[config.mk]
export PLATFORM = sky130hd
export DESIGN_NAME = pwm_peripheral_flat
export DESIGN_NICKNAME = d
export VERILOG_FILES = /design/src/rtl/pwm_peripheral_if.sv /design/src/rtl/pwm_peripheral.sv /design/src/flat_wrapper.sv
export SDC_FILE = /design/constraint.sdc
export NUM_CORES = 1
export LEC_CHECK = 0
export CAP_MARGIN = 20
export CORE_ASPECT_RATIO = 1.25
export CORE_MARGIN = 10
export CORE_UTILIZATION = 30
export CTS_BUF_LIST = sky130_fd_sc_hd__clkbuf_8 sky130_fd_sc_hd__clkbuf_16
export CTS_CLUSTER_SIZE = 24
export DETAILED_ROUTE_END_ITERATION = 6
export GPL_TIMING_DRIVEN = 0
export SLEW_MARGIN = 40
export SYNTH_ARGS = -nofsm -noshare
export SYNTH_HDL_FRONTEND = slang
export SYNTH_SLANG_ARGS = --single-unit
[constraint.sdc]
create_clock -name clk -period 2.3 [get_ports clk]
set_clock_uncertainty 0.2 [all_clocks]
set_input_delay 0.23 -clock clk [delete_from_list [all_inputs] [get_ports clk]]
set_output_delay 0.23 -clock clk [all_outputs]
set_load 0.01 [all_outputs]
[src/rtl/pwm_peripheral_if.sv]
// rtl/pwm_peripheral_if.sv - register-side inputs and pin-side outputs of the PWM output stage
interface pwm_peripheral_if;
  logic [7:0]  en_reg_out_7_0;
  logic [7:0]  en_reg_out_15_8;
  logic [7:0]  en_reg_pwm_7_0;
  logic [7:0]  en_reg_pwm_15_8;
  logic [7:0]  pwm_duty_cycle;
  logic [15:0] out;
  logic        period_start;

  modport master (
    output en_reg_out_7_0, en_reg_out_15_8, en_reg_pwm_7_0, en_reg_pwm_15_8, pwm_duty_cycle,
    input  out, period_start
  );

  modport slave (
    input  en_reg_out_7_0, en_reg_out_15_8, en_reg_pwm_7_0, en_reg_pwm_15_8, pwm_duty_cycle,
    output out, period_start
  );
endinterface

[src/rtl/pwm_peripheral.sv]
// rtl/pwm_peripheral.sv - 16-pin output stage: each pin low, high, or shared PWM waveform
// Optional PWM_SHADOW_EN: duty is latched only at the 255->0 wrap of the PWM counter.
module pwm_peripheral #(
  parameter int CLK_DIV  = 3000,
  parameter int PWM_BITS = 8
) (
  input  logic            clk,
  input  logic            rst_n,
  pwm_peripheral_if.slave bus
);
  localparam int PS_W = (CLK_DIV > 1) ? $clog2(CLK_DIV) : 1;
  localparam logic [PS_W-1:0]     PS_LAST = PS_W'(CLK_DIV - 1);
  localparam logic [PWM_BITS-1:0] CNT_MAX = '1;

  logic [PS_W-1:0]     prescaler_q, prescaler_d;
  logic [PWM_BITS-1:0] pwm_cnt_q, pwm_cnt_d;
  logic                period_start_q, period_start_d;
  logic [15:0]         out_q, out_d;
  logic [15:0]         en_out, en_pwm;
  logic [PWM_BITS-1:0] duty_active;
  logic                tick, wrap, pwm_sig;

  assign en_out = {bus.en_reg_out_15_8, bus.en_reg_out_7_0};
  assign en_pwm = {bus.en_reg_pwm_15_8, bus.en_reg_pwm_7_0};

  assign tick = (prescaler_q == PS_LAST);
  assign wrap = tick && (pwm_cnt_q == CNT_MAX);

`ifdef PWM_SHADOW_EN
  logic [PWM_BITS-1:0] duty_active_q, duty_active_d;

  always_comb begin
    duty_active_d = duty_active_q;
    if (wrap) duty_active_d = bus.pwm_duty_cycle;
  end

  always_ff @(posedge clk or negedge rst_n) begin
    if (!rst_n) duty_active_q <= '0;
    else        duty_active_q <= duty_active_d;
  end

  assign duty_active = duty_active_q;
`else
  assign duty_active = bus.pwm_duty_cycle;
`endif

  always_comb begin
    prescaler_d    = tick ? '0 : prescaler_q + 1'b1;
    pwm_cnt_d      = tick ? pwm_cnt_q + 1'b1 : pwm_cnt_q;
    period_start_d = wrap;

    // Full scale is forced high so 0xFF does not drop for the cnt==255 tick.
    if (duty_active == '0)          pwm_sig = 1'b0;
    else if (duty_active == CNT_MAX) pwm_sig = 1'b1;
    else                             pwm_sig = (pwm_cnt_q < duty_active);

    out_d = en_out & (~en_pwm | {16{pwm_sig}});
  end

  always_ff @(posedge clk or negedge rst_n) begin
    if (!rst_n) begin
      prescaler_q    <= '0;
      pwm_cnt_q      <= '0;
      period_start_q <= 1'b0;
      out_q          <= '0;
    end else begin
      prescaler_q    <= prescaler_d;
      pwm_cnt_q      <= pwm_cnt_d;
      period_start_q <= period_start_d;
      out_q          <= out_d;
    end
  end

  assign bus.out          = out_q;
  assign bus.period_start = period_start_q;
endmodule

[src/flat_wrapper.sv]
// flat-port wrapper written by rule: the top's interface ports become plain ports
module pwm_peripheral_flat 
#(
  parameter int CLK_DIV  = 3000,
  parameter int PWM_BITS = 8
)
  (clk, rst_n, bus_en_reg_out_7_0, bus_en_reg_out_15_8, bus_en_reg_pwm_7_0, bus_en_reg_pwm_15_8, bus_pwm_duty_cycle, bus_out, bus_period_start);
  pwm_peripheral_if bus_i ();
  input  logic clk;
  input  logic rst_n;
  input wire logic [$bits(bus_i.en_reg_out_7_0)-1:0] bus_en_reg_out_7_0;
  input wire logic [$bits(bus_i.en_reg_out_15_8)-1:0] bus_en_reg_out_15_8;
  input wire logic [$bits(bus_i.en_reg_pwm_7_0)-1:0] bus_en_reg_pwm_7_0;
  input wire logic [$bits(bus_i.en_reg_pwm_15_8)-1:0] bus_en_reg_pwm_15_8;
  input wire logic [$bits(bus_i.pwm_duty_cycle)-1:0] bus_pwm_duty_cycle;
  output wire logic [$bits(bus_i.out)-1:0] bus_out;
  output wire logic [$bits(bus_i.period_start)-1:0] bus_period_start;
  assign bus_i.en_reg_out_7_0 = bus_en_reg_out_7_0;
  assign bus_i.en_reg_out_15_8 = bus_en_reg_out_15_8;
  assign bus_i.en_reg_pwm_7_0 = bus_en_reg_pwm_7_0;
  assign bus_i.en_reg_pwm_15_8 = bus_en_reg_pwm_15_8;
  assign bus_i.pwm_duty_cycle = bus_pwm_duty_cycle;
  assign bus_out = bus_i.out;
  assign bus_period_start = bus_i.period_start;
  pwm_peripheral #(.CLK_DIV(CLK_DIV), .PWM_BITS(PWM_BITS)) u_core (.clk(clk), .rst_n(rst_n), .bus(bus_i));
endmodule
==> results of run 1 <==
==> worst register-to-register path, cell delays in order (launching register included) <==
cell and delay, ps:
dfrtp_1 430, ha_1 310, and4_1 200, o21ai_0 100, o211ai_2 310, buf_2 320
a31oi_1 140
==> cells in the mapped netlist <==
cell,instances
and4_1,1
o211ai_2,1
buf_2,1
nor2_1,8
a31oi_1,16
nor3_2,1
nand4_1,5
nor3_1,2
a41o_1,2
buf_8,1
o211ai_1,1
nand2_1,7
a211o_1,1
nor3b_1,1
dfrtp_1,37
buf_6,2
mux2_2,1
a311oi_1,2
nand4b_1,1
nand3_1,6
inv_1,25
xnor2_1,8
xor2_1,6
and3_1,4
nand4bb_1,1
ha_1,9
nor3_4,1
o21ai_0,3
a21oi_1,2
o21a_1,1
or3_1,1
or4_1,1
nor4_1,2
nor2b_1,1
==> power breakdown <==
part / leakage, nW / switching [mW] / internal [mW]
combinational: 0.690 / 0.0529 / 0.0981
clock: 0.0540 / 0.220 / 0.315
sequential: 0.466 / 0.00348 / 0.665
total: 1.21 / 0.277 / 1.08
==> through the flow <==
stage	cell area, µm²	setup WS (ps)	setup TNS (ps)	utilization [%]	instances
2_1_floorplan	1760	473	0	-	162
3_3_place_gp	2420	-172	-6070	42.1	286
3_5_place_dp	2420	-217	-1970	42.1	286
4_1_cts	2530	69.7	0	44.1	294
5_1_grt	2550	1.99	0	44.5	297
6_report	2550	104	0	44.5	297
==> flip-flops by register name, summed over array words and instances, names as in the netlist <==
| register | flops |
|---|---|
| u_core.bus.out | 16 |
| u_core.bus.period_start | 1 |
| u_core.prescaler_q | 12 |
| u_core.pwm_cnt_q | 8 |
==> layer usage <==
layer / up-vias / share of wire, % / wire [µm] / GRT usage [%]
li1: 703 / - / - / -
met1: 660 / 39 / 1670 / 10.4
met2: 31 / 53 / 2270 / 16.7
met3: 5 / 7.1 / 304 / 3.85
met4: 0 / 1.3 / 56 / 3.01
met5: - / 0 / 0 / 0
==> how the worst max path moves through the flow <==
stage | from | endpoint | cells past startpoint
floorplan | u_core.pwm_cnt_q[6]$_DFFE_PN0N_ | u_core.bus.out[10]$_DFF_PN0_ | 6
global placement | bus_pwm_duty_cycle[6] | u_core.bus.out[12]$_DFF_PN0_ | 8
detailed placement | bus_pwm_duty_cycle[6] | u_core.bus.out[10]$_DFF_PN0_ | 8
CTS | bus_pwm_duty_cycle[6] | u_core.bus.out[10]$_DFF_PN0_ | 8
global route | bus_pwm_duty_cycle[5] | u_core.bus.out[9]$_DFF_PN0_ | 8
finish | bus_pwm_duty_cycle[6] | u_core.bus.out[10]$_DFF_PN0_ | 8
==> area by class of cell <==
class | count | area, µm² | area share [%]
buffer | 4 | 42.5 | 1.67
clock buffer | 5 | 68.8 | 2.70
clock inverter | 2 | 35.0 | 1.37
inverter | 25 | 93.8 | 3.68
multi-input combinational | 96 | 693 | 27.2
sequential | 37 | 926 | 36.3
tap | 66 | 82.6 | 3.24
timing repair buffer | 62 | 611 | 23.9
==> repair_timing <==
action	in CTS	in global routing
setup endpoints to repair	0	10
endpoints found under the hold margin	37	0
setup buffers	0	3
hold buffers	1	0
==> placed cells by master (no fill, tap or decap), types with 2 or more instances in the layout <==
master,count
nand2_1,7
and3_1,4
nor3_1,2
clkbuf_8,5
a41o_1,2
xnor2_1,8
clkdlybuf4s50_1,57
nand3_1,6
a21oi_1,2
buf_6,2
dfrtp_1,37
inv_1,25
nor2_1,8
nor4_1,2
a31oi_1,16
o21ai_0,3
buf_4,4
xor2_1,6
a311oi_1,2
nand4_1,5
ha_1,9
==> logic make-up after synthesis <==
logic type	after synthesis	share of synthesized area, %
buf+inv	29	7.77
fa+ha+maj	9	6.41
simple gates	43	14.1
xor+xnor	14	6.99
flops	37	52.7
mux	1	0.641
compound gates	29	11.3
==> impl_metrics.env, run 1 <==
export IMPL_status="finished clean"
export IMPL_fin_crit_sh_pct=95.5
export IMPL_rsz0062_at_grt="false"
export IMPL_synth_nets=213
export IMPL_pwr_density_cell_nw_per_um2=531
export IMPL_ys_types=34
export IMPL_clkLatencyLatePin_ps=280
export IMPL_finish_net_count=282
export IMPL_max_freq_ghz=0.455
export IMPL_initial_utilization_pct=30.6
export IMPL_power_mw=1.35
export IMPL_clockBufferDepth=2
export IMPL_hold_path_class="primary input to asynchronous set/reset pin"
export IMPL_max_stage_delay_ps=510
export IMPL_antenna_found_initial=0
export IMPL_drt_wl_total_um=4300
export IMPL_remaining_drc_errors=0
export IMPL_syn2layout_area_growth_pct=45.4
export IMPL_drive_gt1_share_pct=8.23
export IMPL_path_clk_slew_ps=70
export IMPL_gp_congestion=0.733
export IMPL_dieWidth_um=88.4
export IMPL_cts_buffers=5
export IMPL_yosysSeqAreaShare_pct=52.7
export IMPL_cp_arrival_ps=2150
export IMPL_worst_path_max_fanout=10
export IMPL_fill_cells=570
export IMPL_cts_resized=0
export IMPL_htreeDepth=2
export IMPL_pin_count=59
export IMPL_io_buffers=58
export IMPL_crit_chain="clkdlybuf4s50_1 -> inv_1 -> ha_1 -> and4_1 -> o21ai_0 -> o211ai_2 -> buf_2 -> a31oi_1"
export IMPL_cp_required_ps=2250
export IMPL_drv_slew=0
export IMPL_n_antenna_cell=0
export IMPL_vdd_ir_drop_max_mv=0.228
export IMPL_critPathSlowestCell="clkdlybuf4s50_1"
export IMPL_worst_hold_slack_ps=248
export IMPL_wl_per_cell_um=14.5
export IMPL_rows=31
export IMPL_worstPathBufferInverterCount=3
export IMPL_start_kind="primary input"
export IMPL_ys_ff_latch=37
export IMPL_die_area_um2=9330
export IMPL_reg2reg_to="u_core.bus.out[10]$_DFF_PN0_"
export IMPL_routed_via_density=4.71
export IMPL_p_leak_nw=1.21
export IMPL_layout_min_cycle_time_ps=2200
export IMPL_fp_dieH_um=106
export IMPL_setup_viol=0
export IMPL_hold_viol_final=0
export IMPL_path_class="primary input to register"
export IMPL_detail_route_antenna_nets=0
export IMPL_reg2reg_depth=6
export IMPL_track_usage_pct=9.67
export IMPL_yosys_area_top_type="dfrtp_1"
export IMPL_dr_pass1_iters=4
export IMPL_coreArea_um2=5740
export IMPL_postSynthAreaPerCell_um2=10.8
export IMPL_synth_top_area_share_pct=52.7
export IMPL_cts_root_buf="clkbuf_8"
export IMPL_r2r_setup_slack_ps=180
export IMPL_maxCapViolCount=0
export IMPL_end_kind="register"
export IMPL_grt_pass1_wl_um=7290
export IMPL_postSynthCellCount=162
export IMPL_tightest_slew_ps=461
export IMPL_cts_tree="built"
export IMPL_overflow=0
export IMPL_ys_top_cells_by_area="dfrtp_1, ha_1, a31oi_1, inv_1, xnor2_1"
export IMPL_worst_slew_margin_rel_pct=69.3
export IMPL_crit_family="buffers and inverters"
export IMPL_dp_hpwl_um=3320
export IMPL_drt_iter0_markers=50
export IMPL_grt_max_degree=38
export IMPL_reg2reg_from="u_core.pwm_cnt_q[6]$_DFFE_PN0N_"
export IMPL_num_vias=1399
export IMPL_syn_cell_area_um2=1760
export IMPL_ys_warn_count=0
export IMPL_cts_sinks=37
export IMPL_grt_pass1_vias=1499
Power figures use the tool's default switching activity.
==> inputs of run 2 (changes only) <==
--- a/config.mk
+++ b/config.mk
@@ -13,6 +13,7 @@
 export CTS_CLUSTER_SIZE = 24
 export DETAILED_ROUTE_END_ITERATION = 6
 export GPL_TIMING_DRIVEN = 0
+export MAX_ROUTING_LAYER = met4
 export SLEW_MARGIN = 40
 export SYNTH_ARGS = -nofsm -noshare
 export SYNTH_HDL_FRONTEND = slang
==> run 2 against run 1 <==
  * Sequential power about the same
  * Via count about the same
  * Maximum frequency increased by 0.21%
  * Clock-buffer cell count unchanged
  * Power increased by 0.13%
  * Final cell count unchanged
  * Sequential cell count unchanged
  * Combinational power about the same
  * Largest cell class unchanged
==> impl_metrics.env, run 2 (synthesis results as in run 1) <==
export IMPL_highest_layer="met4"
export IMPL_m1WireLength_um=1720
export IMPL_dieWidth_um=88.4
export IMPL_cts_root_buf="clkbuf_8"
export IMPL_hold_path_class="primary input to asynchronous set/reset pin"
export IMPL_max_stage_delay_ps=510
export IMPL_reg2reg_from="u_core.pwm_cnt_q[6]$_DFFE_PN0N_"
export IMPL_rows=31
export IMPL_syn2layout_area_growth_pct=45.4
export IMPL_initial_utilization_pct=30.6
export IMPL_worst_path_max_fanout=10
export IMPL_pwr_density_cell_nw_per_um2=531
export IMPL_drive_gt1_share_pct=8.23
export IMPL_drt_iter0_markers=61
export IMPL_cts_tree="built"
export IMPL_dpl_instance_area_um2=2420
export IMPL_track_usage_pct=9.98
export IMPL_fin_setup_tns_ps=0
export IMPL_largest_register_ffs=16
export IMPL_hold_viol_final=0
export IMPL_htreeDepth=2
export IMPL_maxCapViolCount=0
export IMPL_fin_crit_sh_pct=95.3
export IMPL_crit_chain="clkdlybuf4s50_1 -> inv_1 -> ha_1 -> and4_1 -> o21ai_0 -> o211ai_2 -> buf_2 -> a31oi_1"
export IMPL_critPathSlowestCell="clkdlybuf4s50_1"
export IMPL_end_kind="register"
export IMPL_power_mw=1.36
export IMPL_max_freq_ghz=0.456
export IMPL_grt_max_degree=38
export IMPL_rsz0062_at_grt="false"
export IMPL_dp_hpwl_um=3320
export IMPL_mostFrequentLayoutCell="clkdlybuf4s50_1"
export IMPL_tightest_slew_ps=456
export IMPL_cts_resized=0
export IMPL_met3_length_um=280
export IMPL_detail_route_antenna_nets=0
export IMPL_antenna_found_initial=0
export IMPL_gp_congestion=0.742
export IMPL_layout_min_cycle_time_ps=2190
export IMPL_cp_required_ps=2250
export IMPL_clockBufferDepth=2
export IMPL_coreArea_um2=5740
export IMPL_wl_met2_um=2270
export IMPL_cp_arrival_ps=2140
export IMPL_clkLatencyLatePin_ps=280
export IMPL_vdd_ir_drop_max_mv=0.228
export IMPL_setup_viol=0
export IMPL_reg2reg_depth=6
export IMPL_grt_pass1_wl_um=7300
export IMPL_grt_pass1_vias=1492
export IMPL_drv_slew=0
export IMPL_fin_util_pct=44.5
export IMPL_n_antenna_cell=0
export IMPL_fill_cells=570
export IMPL_path_clk_slew_ps=70
export IMPL_start_kind="primary input"
export IMPL_fp_dieH_um=106
export IMPL_routed_via_density=4.71
export IMPL_status="finished clean"
export IMPL_io_buffers=58
export IMPL_design_area_um2=2550
export IMPL_dr_pass1_iters=3
export IMPL_wl_per_cell_um=14.5
export IMPL_drt_wl_total_um=4310
export IMPL_r2r_setup_slack_ps=190
export IMPL_reg2reg_to="u_core.bus.out[10]$_DFF_PN0_"
export IMPL_worst_slew_margin_rel_pct=69.6
export IMPL_layout_common_cells="clkdlybuf4s50_1, dfrtp_1, inv_1, a31oi_1, ha_1"
export IMPL_finish_net_count=282
export IMPL_die_area_um2=9330
export IMPL_cts_sinks=37
export IMPL_cts_buffers=5
export IMPL_num_vias=1398
export IMPL_p_leak_nw=1.21
export IMPL_remaining_drc_errors=0
export IMPL_pin_count=59
export IMPL_path_class="primary input to register"
export IMPL_overflow=0
## run 2: cell counts in the layout (fill, tap and decap cells not counted)
Identical to the previous run, type by type.
## run 2: worst max path at each step
stage | from | to | slack, ps | depth (start not counted)
floorplan | u_core.pwm_cnt_q[6]$_DFFE_PN0N_ | u_core.bus.out[10]$_DFF_PN0_ | 470 | 6
global placement | bus_pwm_duty_cycle[6] | u_core.bus.out[12]$_DFF_PN0_ | -170 | 8
detailed placement | bus_pwm_duty_cycle[6] | u_core.bus.out[10]$_DFF_PN0_ | -220 | 8
CTS | bus_pwm_duty_cycle[6] | u_core.bus.out[10]$_DFF_PN0_ | 70 | 8
global route | bus_pwm_duty_cycle[5] | u_core.bus.out[10]$_DFF_PN0_ | 2 | 8
finish | bus_pwm_duty_cycle[6] | u_core.bus.out[10]$_DFF_PN0_ | 110 | 8
## run 2: per-stage QoR
step / hold WS (ps) / cells / setup slack (ps)
finish: 245 / 297 / 109
global route: 244 / 297 / 2.34
CTS: 244 / 294 / 69.7
detailed placement: 25.5 / 286 / -217
global placement: 277 / 286 / -172
floorplan: -266 / 162 / 473
## run 2: repair_timing
| action | CTS | global route |
|---|---|---|
| buffers inserted | 0 | 3 |
| hold endpoints to repair | 37 | 0 |
| hold buffers | 1 | 0 |
| endpoints found under the setup margin | 0 | 10 |
## run 2: per-layer routing
layer  vias up  GRT usage (%)
met1       661           10.8
met3         3           3.62
li1        703              -
met5         -              -
met2        31           16.6
met4         0           3.01
## run 2: area by class of cell
class	instances	area (µm²)	share of cell area (%)
buffer	4	42.5	1.67
clock buffer	5	68.8	2.70
clock inverter	2	35.0	1.37
inverter	25	93.8	3.68
multi-input combinational	96	693	27.2
sequential	37	926	36.3
tap	66	82.6	3.24
timing repair buffer	62	611	23.9
## run 2: power breakdown
part / leakage, nW / total (mW) / switching (mW) / internal, mW
Clock: 0.0540 / 0.537 / 0.222 / 0.315
Combinational: 0.690 / 0.151 / 0.0526 / 0.0981
Sequential: 0.466 / 0.668 / 0.00347 / 0.665
Total: 1.21 / 1.36 / 0.278 / 1.08
## run 2: critical path: cells and delay by family
kind	cells	cell delay, ps
compound gates	3	540
fa+ha+maj	1	280
buf+inv	3	880
simple gates	1	200
==> inputs of run 3 (changes only) <==
--- a/config.mk
+++ b/config.mk
@@ -6,6 +6,8 @@
 export NUM_CORES = 1
 export LEC_CHECK = 0
 export CAP_MARGIN = 20
+export CELL_PAD_IN_SITES_DETAIL_PLACEMENT = 0
+export CELL_PAD_IN_SITES_GLOBAL_PLACEMENT = 1
 export CORE_ASPECT_RATIO = 1.25
 export CORE_MARGIN = 10
 export CORE_UTILIZATION = 30
@@ -14,6 +16,7 @@
 export DETAILED_ROUTE_END_ITERATION = 6
 export GPL_TIMING_DRIVEN = 0
 export MAX_ROUTING_LAYER = met4
+export PLACE_DENSITY_LB_ADDON = 0.1
 export SLEW_MARGIN = 40
 export SYNTH_ARGS = -nofsm -noshare
 export SYNTH_HDL_FRONTEND = slang
==> run 3 against run 2 <==
  * Hold slack worse by 46 ps
  * Setup slack better by 13 ps
  * Power grew 10%
  * Clock power is 24% higher
  * Maximum frequency increased by 0.61%
  * Routed wire length is 11% higher
  * Critical path type unchanged
  * Critical endpoint is now u_core.bus.out[14]$_DFF_PN0_
==> impl_metrics.env, run 3 (synthesis results as in run 1) <==
export IMPL_fin_setup_tns_ps=0
export IMPL_setup_viol=0
export IMPL_p_sw_mw=0.295
export IMPL_remaining_drc_errors=0
export IMPL_antenna_found_initial=0
export IMPL_fin_util_pct=45.4
export IMPL_syn2layout_area_growth_pct=48.5
export IMPL_reg2reg_to="u_core.bus.out[14]$_DFF_PN0_"
export IMPL_max_freq_ghz=0.459
export IMPL_layout_min_cycle_time_ps=2180
export IMPL_mostFrequentLayoutCell="clkdlybuf4s50_1"
export IMPL_post_place_ws_ps=-250
export IMPL_start_kind="primary input"
export IMPL_detail_route_antenna_nets=0
export IMPL_status="finished clean"
export IMPL_n_antenna_cell=0
export IMPL_grt_pass1_vias=1585
export IMPL_cts_tree="built"
export IMPL_dp_cells=287
export IMPL_drt_wl_total_um=4770
export IMPL_cts_root_buf="clkbuf_8"
export IMPL_crit_chain="clkdlybuf4s50_1 -> inv_1 -> ha_1 -> a211o_1 -> o211ai_1 -> o211ai_2 -> buf_4 -> buf_2 -> a31oi_1"
export IMPL_reg2reg_from="u_core.pwm_cnt_q[5]$_DFFE_PN0N_"
export IMPL_track_usage_pct=10.7
export IMPL_worst_path_max_fanout=10
export IMPL_num_vias=1441
export IMPL_tightest_slew_ps=397
export IMPL_power_frac_clock_pct=44.6
export IMPL_initial_utilization_pct=30.6
export IMPL_coreArea_um2=5740
export IMPL_htreeDepth=2
export IMPL_reg2reg_depth=7
export IMPL_p_leak_nw=1.24
export IMPL_end_kind="register"
export IMPL_power_frac_comb_pct=10.6
export IMPL_io_buffers=58
export IMPL_path_clk_slew_ps=70
export IMPL_dieWidth_um=88.4
export IMPL_rsz0062_at_grt="false"
export IMPL_layout_common_cells="clkdlybuf4s50_1, dfrtp_1, inv_1, a31oi_1, ha_1"
export IMPL_grt_max_degree=24
export IMPL_clockBufferDepth=2
export IMPL_critPathSlowestCell="clkdlybuf4s50_1"
export IMPL_hold_viol_final=0
export IMPL_internal_power_mw=1.20
export IMPL_routed_via_density=4.82
export IMPL_p_seq_share_pct=44.8
export IMPL_cts_buffers=5
export IMPL_grt_pass1_wl_um=7640
export IMPL_max_stage_delay_ps=510
export IMPL_maxCapViolCount=0
export IMPL_hold_path_class="primary input to asynchronous set/reset pin"
export IMPL_drv_slew=0
export IMPL_pin_count=59
export IMPL_drt_iter0_markers=57
export IMPL_layoutNonFillerInstCount=299
export IMPL_critPathLaunch="bus_pwm_duty_cycle[5]"
export IMPL_rows=31
export IMPL_cts_sinks=37
export IMPL_vdd_ir_drop_max_mv=0.326
export IMPL_pwr_density_cell_nw_per_um2=573
export IMPL_overflow=0
export IMPL_worst_slew_margin_rel_pct=73.4
export IMPL_power_mw=1.49
export IMPL_drive_gt1_share_pct=9.01
export IMPL_dp_hpwl_um=3760
export IMPL_path_class="primary input to register"
export IMPL_cp_arrival_ps=2180
export IMPL_cp_required_ps=2300
export IMPL_timing_final_ws_setup_ps=122
export IMPL_swShare_pct=19.8
export IMPL_fp_dieH_um=106
export IMPL_clkLatencyLatePin_ps=290
export IMPL_wl_per_cell_um=16.0
export IMPL_fin_crit_sh_pct=94.7
export IMPL_cts_resized=0
export IMPL_dr_pass1_iters=4
export IMPL_largest_register_ffs=16
export IMPL_crit_end="u_core.bus.out[14]$_DFF_PN0_"
export IMPL_gp_congestion=0.783
export IMPL_finish_net_count=283
export IMPL_r2r_setup_slack_ps=220
export IMPL_die_area_um2=9330
run 3: cell types whose count changed in the layout (fill, tap and decap cells not counted):
cell       delta
buf_2         +1
buf_16        +1
bufinv_16     +1
buf_4         -1
run 3: how the worst min path moves through the flow:
stage | slack [ps] | cells after the start | to | startpoint
6_report | 200 | 2 | u_core.pwm_cnt_q[5]$_DFFE_PN0N_ | rst_n
5_1_grt | 230 | 2 | u_core.prescaler_q[8]$_DFF_PN0_ | rst_n
3_5_place_dp | -20 | 1 | u_core.pwm_cnt_q[5]$_DFFE_PN0N_ | rst_n
4_1_cts | 210 | 2 | u_core.pwm_cnt_q[5]$_DFFE_PN0N_ | rst_n
2_1_floorplan | -270 | 0 | u_core.bus.out[0]$_DFF_PN0_ | rst_n
3_3_place_gp | 280 | 1 | u_core.prescaler_q[0]$_DFF_PN0_ | u_core.prescaler_q[0]$_DFF_PN0_
run 3: power groups by stage:
stage	clock (mW)	sequential, mW	combinational, mW
2_1_floorplan	0	0.690	0.0224
3_3_place_gp	0	0.681	0.151
3_5_place_dp	0	0.681	0.160
4_1_cts	0.694	0.668	0.162
5_1_grt	0.715	0.669	0.173
6_report	0.666	0.668	0.159
run 3: what timing repair did:
action                                  CTS  global route
hold buffers                              1             0
buffers inserted                          0             3
endpoints found under the setup margin    0             9
endpoints found under the hold margin    37             0
run 3: per-stage QoR:
step	hold WS [ps]	instance area, µm²
2_1_floorplan	-266	1760
4_1_cts	205	2580
6_report	200	2610
3_3_place_gp	276	2420
5_1_grt	229	2610
3_5_place_dp	-20.9	2440
run 3: area by class of cell:
class                      count  area [µm²]
fill                         548        3130
sequential                    37         926
multi-input combinational     96         693
timing repair buffer          63         636
inverter                      25        93.8
tap                           66        82.6
clock buffer                   5        68.8
clock inverter                 3        65.1
buffer                         4        42.5
run 3: critical path: cells and delay by family:
family                     cells  cell delay (ps)
AOI/OAI and AO/OA              4              740
adders and majority gates      1              290
buffers and inverters          4              920
run 3: layer usage:
metal  vias to the layer above  share of wire [%]  global-route usage (%)
li1                        706                  -                       -
met1                       692                 36                    10.2
met2                        35                 55                    19.2
met3                         8                6.1                    3.47
met4                         0                2.4                    4.28
met5                         -                  0                       -
